==> src/rtl/ibex_csr_rmw_ctrl.sv <==
// Read-modify-write access controller for one ibex_csr shadowed register.
// Optional lock-bit write protection is enabled by defining IBEX_CSR_RMW_LOCK_EN.
module ibex_csr_rmw_ctrl #(
    parameter int unsigned Width   = 32,
    parameter int unsigned LockBit = 31
) (
    input  logic             clk_i,
    input  logic             rst_i,
    input  logic             req_valid_i,
    output logic             req_ready_o,
    input  logic [1:0]       req_op_i,
    input  logic [Width-1:0] req_wdata_i,
    output logic             rsp_valid_o,
    input  logic             rsp_ready_i,
    output logic [Width-1:0] rsp_rdata_o,
    output logic             rsp_error_o,
    input  logic [Width-1:0] csr_rd_data_i,
    input  logic             csr_rd_error_i,
    output logic             csr_wr_en_o,
    output logic [Width-1:0] csr_wr_data_o
);

    localparam logic [1:0] OpRead  = 2'b00;
    localparam logic [1:0] OpWrite = 2'b01;
    localparam logic [1:0] OpSet   = 2'b10;
    localparam logic [1:0] OpClear = 2'b11;

    typedef enum logic [1:0] {
        IDLE   = 2'd0,
        SAMPLE = 2'd1,
        WRITE  = 2'd2,
        RESP   = 2'd3
    } state_e;

    state_e           state_q, state_d;
    logic [1:0]       op_q, op_d;
    logic [Width-1:0] wdata_q, wdata_d;
    logic [Width-1:0] old_q, old_d;
    logic             err_q, err_d;
    logic             req_ready_q, req_ready_d;
    logic             rsp_valid_q, rsp_valid_d;
    logic             wr_en_q, wr_en_d;
    logic [Width-1:0] wr_data_q, wr_data_d;

    logic [Width-1:0] new_s;
    logic             wants_write_s;
    logic             lock_err_s;

    // New register value and write decision, evaluated against the live CSR read.
    always_comb begin
        new_s = csr_rd_data_i;
        case (op_q)
            OpWrite: new_s = wdata_q;
            OpSet:   new_s = csr_rd_data_i | wdata_q;
            OpClear: new_s = csr_rd_data_i & ~wdata_q;
            default: new_s = csr_rd_data_i;
        endcase
        // Zero-mask set/clear is the CSRRS/CSRRC x0 idiom: a pure read.
        wants_write_s = (op_q != OpRead) && !csr_rd_error_i &&
                        !(op_q[1] && (wdata_q == {Width{1'b0}}));
`ifdef IBEX_CSR_RMW_LOCK_EN
        lock_err_s = wants_write_s && csr_rd_data_i[LockBit];
`else
        lock_err_s = 1'b0;
`endif
    end

    // Next-state logic; every output is registered from the next state.
    always_comb begin
        state_d = state_q;
        op_d    = op_q;
        wdata_d = wdata_q;
        old_d   = old_q;
        err_d   = err_q;
        case (state_q)
            IDLE: begin
                if (req_valid_i && req_ready_q) begin
                    op_d    = req_op_i;
                    wdata_d = req_wdata_i;
                    state_d = SAMPLE;
                end else begin
                    state_d = IDLE;
                end
            end
            SAMPLE: begin
                old_d = csr_rd_data_i;
                err_d = csr_rd_error_i | lock_err_s;
                if (wants_write_s && !lock_err_s) begin
                    state_d = WRITE;
                end else begin
                    state_d = RESP;
                end
            end
            WRITE: state_d = RESP;
            RESP: begin
                if (rsp_ready_i) begin
                    state_d = IDLE;
                end else begin
                    state_d = RESP;
                end
            end
            default: state_d = IDLE;
        endcase
        req_ready_d = (state_d == IDLE);
        rsp_valid_d = (state_d == RESP);
        wr_en_d     = (state_d == WRITE);
        wr_data_d   = wr_en_d ? new_s : {Width{1'b0}};
    end

    // State and output registers.
    always_ff @(posedge clk_i or posedge rst_i) begin
        if (rst_i) begin
            state_q     <= IDLE;
            op_q        <= 2'b00;
            wdata_q     <= {Width{1'b0}};
            old_q       <= {Width{1'b0}};
            err_q       <= 1'b0;
            req_ready_q <= 1'b1;
            rsp_valid_q <= 1'b0;
            wr_en_q     <= 1'b0;
            wr_data_q   <= {Width{1'b0}};
        end else begin
            state_q     <= state_d;
            op_q        <= op_d;
            wdata_q     <= wdata_d;
            old_q       <= old_d;
            err_q       <= err_d;
            req_ready_q <= req_ready_d;
            rsp_valid_q <= rsp_valid_d;
            wr_en_q     <= wr_en_d;
            wr_data_q   <= wr_data_d;
        end
    end

    assign req_ready_o   = req_ready_q;
    assign rsp_valid_o   = rsp_valid_q;
    assign rsp_rdata_o   = old_q;
    assign rsp_error_o   = err_q;
    assign csr_wr_en_o   = wr_en_q;
    assign csr_wr_data_o = wr_data_q;

endmodule

==> config.mk <==
export PLATFORM = sky130hd
export DESIGN_NAME = ibex_csr_rmw_ctrl
export DESIGN_NICKNAME = d
export VERILOG_FILES = /design/src/rtl/ibex_csr_rmw_ctrl.sv
export SDC_FILE = /design/constraint.sdc
export NUM_CORES = 1
export LEC_CHECK = 0
export BUFFER_PORTS_ARGS = -buffer_cell sky130_fd_sc_hd__clkbuf_2
export CAP_MARGIN = 20
export CELL_PAD_IN_SITES_DETAIL_PLACEMENT = 1
export CELL_PAD_IN_SITES_GLOBAL_PLACEMENT = 1
export CORE_MARGIN = 2
export CORE_UTILIZATION = 43
export DETAILED_ROUTE_END_ITERATION = 7
export GPL_ROUTABILITY_DRIVEN = 0
export MAX_ROUTING_LAYER = met4
export PLACE_DENSITY = 0.94
export SKIP_LAST_GASP = 1
export SLEW_MARGIN = 15
export SYNTH_ARGS = -nofsm -noshare
export SYNTH_HDL_FRONTEND = slang
export SYNTH_SLANG_ARGS = --single-unit
==> constraint.sdc <==
create_clock -name clk_i -period 4.9 [get_ports clk_i]
set_input_delay 0.735 -clock clk_i [delete_from_list [all_inputs] [get_ports clk_i]]
set_output_delay 0.735 -clock clk_i [all_outputs]
set_load 0.1 [all_outputs]
==> results of run 1 <==
## through the flow
stage / instance area [um2] / utilization [%]
2_1_floorplan: 4300 / -
3_3_place_gp: 5080 / 52.3
3_5_place_dp: 5110 / 52.5
4_1_cts: 5300 / 54.5
5_1_grt: 5300 / 54.5
6_report: 5300 / 54.5
## layout by cell type, fill, tap and decap left out, types with 2 or more instances in the layout
master,instances
sky130_fd_sc_hd__nor2_1,4
sky130_fd_sc_hd__nor3_4,2
sky130_fd_sc_hd__nand2_1,7
sky130_fd_sc_hd__o21ai_0,33
sky130_fd_sc_hd__nor2b_1,3
sky130_fd_sc_hd__inv_1,2
sky130_fd_sc_hd__clkbuf_2,138
sky130_fd_sc_hd__nand4_1,2
sky130_fd_sc_hd__a22oi_1,31
sky130_fd_sc_hd__nor3_2,2
sky130_fd_sc_hd__clkbuf_1,2
sky130_fd_sc_hd__nor4_1,10
sky130_fd_sc_hd__nor3_1,31
sky130_fd_sc_hd__dfrtp_1,103
sky130_fd_sc_hd__nand3_1,2
sky130_fd_sc_hd__mux2_2,66
sky130_fd_sc_hd__clkbuf_8,10
sky130_fd_sc_hd__buf_4,2
## cell families after synthesis
kind of cell	Yosys count	share of synthesized area (%)
DFF	104	60.6
xor gates and xnor gates	2	0.408
AOI/OAI and AO/OA	67	9.76
muxes	66	17.3
and+or+nand+nor	68	9.00
buffers and inverters	27	2.94
## flip-flops by register name, summed over array words and instances (netlist names)
signal,count
req_ready_o,1
wdata_q,32
rsp_rdata_o,32
csr_wr_data_o,32
op_q,2
state_q,2
rsp_valid_o,1
csr_wr_en_o,1
rsp_error_o,1
## cell usage after synthesis (4+ instances only)
library cell               instances  area share [%]
sky130_fd_sc_hd__dfrtp_1         103              60
sky130_fd_sc_hd__nand2_1           7            0.61
sky130_fd_sc_hd__nor2_1            4            0.35
sky130_fd_sc_hd__nor4_1           10             1.5
sky130_fd_sc_hd__nor3_1           31             3.6
sky130_fd_sc_hd__clkbuf_1         19             1.7
sky130_fd_sc_hd__mux2_2           66              17
sky130_fd_sc_hd__a22oi_1          31             5.4
sky130_fd_sc_hd__o21ai_0          33             3.8
## final cells by class
class / instances / area share, %
Inverter: 3 / 0.260
Multi-Input combinational cell: 203 / 30.1
Tap cell: 133 / 3.14
Timing Repair Buffer: 141 / 13.8
Clock buffer: 12 / 2.74
Clock inverter: 3 / 0.803
Sequential cell: 104 / 49.1
## per-layer routing
metal	part of all wire [%]	GRT usage, %	up-vias
met3	4.6	5.26	20
li1	-	-	1486
met5	0	-	-
met4	2.1	7.24	0
met1	40	26.2	1664
met2	53	40.1	112
## how the worst max path moves through the flow
| stage | slack (ps) | cells past startpoint | end | from |
|---|---|---|---|---|
| 6_report | 2300 | 3 | csr_wr_data_o[6] | op_q[0] |
| 5_1_grt | 2150 | 3 | csr_wr_data_o[6] | op_q[0] |
| 4_1_cts | 2110 | 3 | csr_wr_data_o[2] | state_q[1] |
| 3_5_place_dp | 2140 | 3 | csr_wr_data_o[6] | state_q[1] |
| 3_3_place_gp | 2350 | 4 | csr_wr_data_o[11] | op_q[1] |
| 2_1_floorplan | 1430 | 1 | csr_wr_data_o[0] | rst_i |
==> results.md, run 1 <==
- The run finished with clean final reports.
- The cell with the largest stage delay on the worst path is sky130_fd_sc_hd__dfrtp_1.
- After detailed routing, the number of vias per cell comes to 5.48.
- Counting cells, the worst reg-to-reg path comes to 3.
- The number of failing setup endpoints in the final timing report is 0.
- During synthesis, Yosys emitted a total of 0 warnings.
- The repair_antennas step left the layout with diodes totalling 0.
- The number of global-route vias before repair is 3575.
- The floorplan has 36 rows.
- For this design, the sink count on the clock tree is 104.
- The number of fill cells is 1085.
- In this run the worst path has a maximum fanout of 35.
- The largest clock skew in the final design is 6.33 ps.
- The H-tree depth reported by CTS is 3.
- The overall via count from detail_route is 3282.
- The worst register-to-register path begins at op_q[0].
- Together, buffers and inverters on the worst path number 0.
- Among all flip-flop cells after synthesis, the most frequent one is sky130_fd_sc_hd__dfrtp_1.
- The aggregate global-route resource usage is 22.9%.
- The first global-routing pass estimated 18700 um of wire.
- The number of endpoints with negative hold slack in the final report is 0.
- Entering global routing, the biggest net connects 59 pins.
- In this run the register-to-register setup slack is 2300 ps.
- The type of the setup path with the least slack is register to register.
- The largest single stage delay on the critical path is 1080 ps.
- The routed length per placed instance is 19.6 um.
- Max-cap violations in this run came to 0.
- The total routed wirelength is 11700 um.
- The minimum period implied by the final worst setup slack is 2600 ps.
- The number of cells produced by synthesis is 334.
- The longest clock path from root to sink contains 2 buffers.
- TritonCTS created 9 clock buffers.
- The HPWL after detailed placement is 8480 um.
- Summed over all layers, the global routing overflow is 0.
- The I/O pin count is 139.
- The multi-input combinational cell area is 1600 um2.
- The quantity of gates resized following cts is 0.
- The worst setup path is launched from a register.
- For the pin with the worst max-slew slack, the measured transition is 1100 ps.
- The number of max-slew violations in the final report was 0.
- Static timing analysis puts the maximum clock frequency at 384 MHz.
- The sum of negative setup slack is 0 ps.
- The endpoint type of the worst setup path is a register.
- The worst pin sits at a relative slew slack of 26.5%.
- At the worst endpoint, the arrival time is 2860 ps.
- The count of nets left with antenna violations once routing finished came out at 0.
- The number of DRC violations after detailed-routing iteration 0 is 135.
- The first-pass iteration count of the detailed router is 4.
- The number of hold buffers added after CTS is 0.
- When the netlist entered floorplanning its net count stood at 405.
- Setup repair after global routing left no endpoint under its margin.
- The worst hold slack after final layout is 464 ps.
- The mapped netlist covers 4300 um2.
- The clock latency on the worst-skew pair is 370 ps.
- In this run, synthesis inferred 0 flip-flops with an integrated enable.
- A synthesized cell averages 12.9 um2.
- In this run the post-CTS setup repair buffer count came out at 0.
- The final critical-path setup slack is 2300 ps.
- The placed instance count is 584.
- The area inside the core boundary is 9730 um2.
- The floorplan step set the die width to 104 um.
- The total die area is 10800 um2.
- The remaining design rule violation count is 0.
- The endpoint identified for the worst register-to-register timing path is csr_wr_data_o[6].
- The initial core utilization is 44.2%.
- From synthesis to final layout, the design area changed by 23.4%.
- The worst setup timing slack at the placement stage is 2140 ps.
- The distinct cell type count of the synthesized netlist is 28.
- Across the whole layout, storage elements account for 2600 um2.
- Sequential cells were found to cover 60.6% of the synthesized design area.
- At the worst endpoint, the required time is 5160 ps.
- The worst hold path belongs to the class input port to async pin.
- The post-CTS clock slew at the launch and capture registers of the worst setup and hold paths is 90 ps.
- The share of the clock period used by the worst path after layout is 53.1%.
- Of the cells placed in the final design, the portion with a size suffix greater than 1 is 49.4%.
- The dominant delay contributor by cell family on the critical path is simple AND/OR/NAND/NOR gates.
- TritonCTS built the clock tree.
- The number of buffers inserted by port buffering is 138.
- The net total in the final layout is 533.
- The number of antenna violations at the first check in global routing was 0.
- The number of non-filler instances in the completed layout is 599.
- Traced cell by cell, the critical path runs through nor2_1, or3_2, nor3_1.
- The root buffer selected by CTS is sky130_fd_sc_hd__clkbuf_8.
- The proportion of synthesized flip-flops having asynchronous set or reset is 100%.
- The post-synthesis sequential element count is 104.
- The floorplan step set the die height to 104 um.
Power of run 1 is not shown: default switching activity piles up to over one toggle a cycle in this logic, so the estimate is an artifact.
==> run 2, diff against run 1 <==
Settings changed: CORE_UTILIZATION 43 to 39, PLACE_DENSITY 0.94 to 0.87.
Clock period 4.9 ns to 2.7 ns, I/O delays scaled along.
==> results.md, run 2 (same netlist as run 1, synthesis figures left out) <==
- Run status: complete, no violations (unchanged).
- The quantity of gates resized following cts was 0 (unchanged).
- The number of antenna cells inserted came to 0 (unchanged).
- The number of max-slew violations in the final report is 0 (unchanged).
- The cell with the largest stage delay on the worst path is sky130_fd_sc_hd__nor4_1 (was sky130_fd_sc_hd__dfrtp_1).
- The worst slew margin relative to its limit is 38.0% (was 26.5%).
- The startpoint type of the worst setup path is a register (unchanged).
- The number of DRC violations after detailed-routing iteration 0 is 134 (was 135).
- Top library cells by usage in the layout, fill and taps aside: 138 x sky130_fd_sc_hd__clkbuf_2, 103 x sky130_fd_sc_hd__dfrtp_1, 66 x sky130_fd_sc_hd__mux2_2, 33 x sky130_fd_sc_hd__o21ai_0 (unchanged).
- The worst reg-to-reg setup slack came to 470 ps (was 2300 ps).
- The count of nets left with antenna violations after detail routing is 0 (unchanged).
- The largest clock skew in the final design is 17.9 ps (was 6.33 ps).
- The count of max-cap constraint violations is 0 (unchanged).
- The root buffer selected by CTS is sky130_fd_sc_hd__clkbuf_8 (unchanged).
- The pin count of the biggest net entering global routing came to 58 (was 59).
- The I/O pin count is 139 (unchanged).
- The total CTS buffers was 9 (unchanged).
- The endpoint required time on the critical path is 2930 ps (was 5160 ps).
- The worst hold path class is input port to async pin (unchanged).
- The HPWL after detailed placement is 8650 um (was 8480 um).
- The routed length per placed instance is 19.0 um (was 19.6 um).
- The number of endpoints with negative hold slack in the final report came to 0 (unchanged).
- The share of the clock period used by the worst path after layout came to 82.6% (was 53.1%).
- The post-CTS setup repair buffer count was 0 (unchanged).
- The data arrival time of the critical path was 2460 ps (was 2860 ps).
- The number of failing setup endpoints in the final timing report is 0 (unchanged).
- The number of fill cells is 1166 (was 1085).
- The sum of negative setup slack is 0 ps (unchanged).
- The minimum period implied by the final worst setup slack came to 2230 ps (was 2600 ps).
- The number of non-filler instances in the completed layout is 613 (was 599).
- The horizontal extent of the die is 109 um (was 104 um).
- The total routed wirelength was 11700 um (about the same).
- The number of hold buffers added after CTS is 0 (unchanged).
- The clock latency on the worst-skew pair was 370 ps (about the same).
- The maximum fanout along the worst path is 13 (was 35).
- The layout cell share with drive strength beyond 1 is 50.5% (was 49.4%).
- The TritonCTS clock tree is yes (unchanged).
- The total congestion overflow came to 0 (unchanged).
- The remaining design rule violation count came to 0 (unchanged).
- Setup repair after global routing missed its margin: false (unchanged).
- The post-synthesis to final-layout area growth is 25.0% (was 23.4%).
- The most common cell after layout, fill and taps aside was sky130_fd_sc_hd__clkbuf_2 (unchanged).
- The maximum clock frequency came to 449 MHz (was 384 MHz).
- The H-tree depth reported by CTS is 3 (unchanged).
- The placed instance count is 597 (was 584).
- The number of global-route vias before repair is 3554 (was 3575).
- The number of cells on the worst reg-to-reg path is 5 (was 3).
- The initial core utilization came to 39.8% (was 44.2%).
- The cell row count came to 38 (was 36).
- The total die area was 11900 um2 (was 10800 um2).
- The type of the setup path with the least slack is register to register (unchanged).
- The critical path's largest stage delay is 580 ps (was 1080 ps).
- The vias per cell is 5.40 (was 5.48).
- The slew at the pin closest to its max-slew limit is 928 ps (was 1100 ps).
- The overall via count from detail_route is 3308 (was 3282).
- The sink count of the clock tree is 104 (unchanged).
- The aggregate global-route resource usage is 20.9% (was 22.9%).
- The endpoint type of the worst setup path is a register (unchanged).
- The global-route wire length before repair is 18300 um (was 18700 um).
- The net total in the final layout is 539 (was 533).
- The number of buffers inserted by port buffering is 138 (unchanged).
- The number of antenna violations at the first check in global routing is 0 (unchanged).
- The height of the die is 109 um (was 104 um).
- The area inside the core boundary came to 10800 um2 (was 9730 um2).
- The first-pass iteration count of the detailed router is 4 (unchanged).
- Critical Path, Cell by Cell: nor4_1, nand4_1, nor3_4, buf_4, nor3_1 (was nor2_1, or3_2, nor3_1).
- The post-CTS clock slew at the launch and capture registers of the worst setup and hold paths is 110 ps (was 90 ps).
- The number of buffers on the longest clock path is 2 (unchanged).
-- run 2: cell types whose count changed in the layout (fill, tap and decap cells not counted), sizes merged --
cell    change
buf         +6
clkbuf      -3
clkinv      +1
inv         +3
-- run 2: worst paths after layout --
check / startpoint / endpoint
setup / recovery: wdata_q[24] / csr_wr_data_o[24]
hold / removal: rst_i / rsp_valid_o
setup reg to reg: wdata_q[24] / csr_wr_data_o[24]
hold reg to reg: rsp_rdata_o[17] / rsp_rdata_o[17]
max in group asynchronous: rst_i / wdata_q[13]
min in group clk_i: req_wdata_i[22] / wdata_q[22]
-- run 2: layout make-up --
cell class / instances / area [um2] / share of cell area, %
Sequential cell: 104 / 2600 / 48.5
Clock buffer: 9 / 124 / 2.31
Inverter: 3 / 15.0 / 0.280
Multi-Input combinational cell: 203 / 1600 / 29.7
Clock inverter: 7 / 97.6 / 1.82
Tap cell: 140 / 175 / 3.26
Timing Repair Buffer: 147 / 758 / 14.1
-- run 2: layer usage --
metal / global-route usage [%] / share of wire, % / routed length (um)
met5: - / 0 / 0
met4: 5.31 / 1.0 / 120
met3: 4.78 / 5.6 / 657
met2: 37.6 / 54 / 6310
met1: 23.3 / 39 / 4580
-- run 2: worst max-delay path, delay by kind of cell, from the launching register on --
kind          cells  cell delay [ps]
buf+inv           1              290
flops             1              450
simple gates      4             1340
-- run 2: per-stage QoR --
step	instance area (um2)	util (%)	setup WS [ps]	hold slack [ps]
finish	5370	49.7	470	203
global route	5370	49.7	441	239
CTS	5370	49.7	474	214
detailed placement	5150	47.7	512	493
global placement	5150	47.7	592	486
floorplan	4300	-	496	521
Power of run 2 is left out for the same reason.
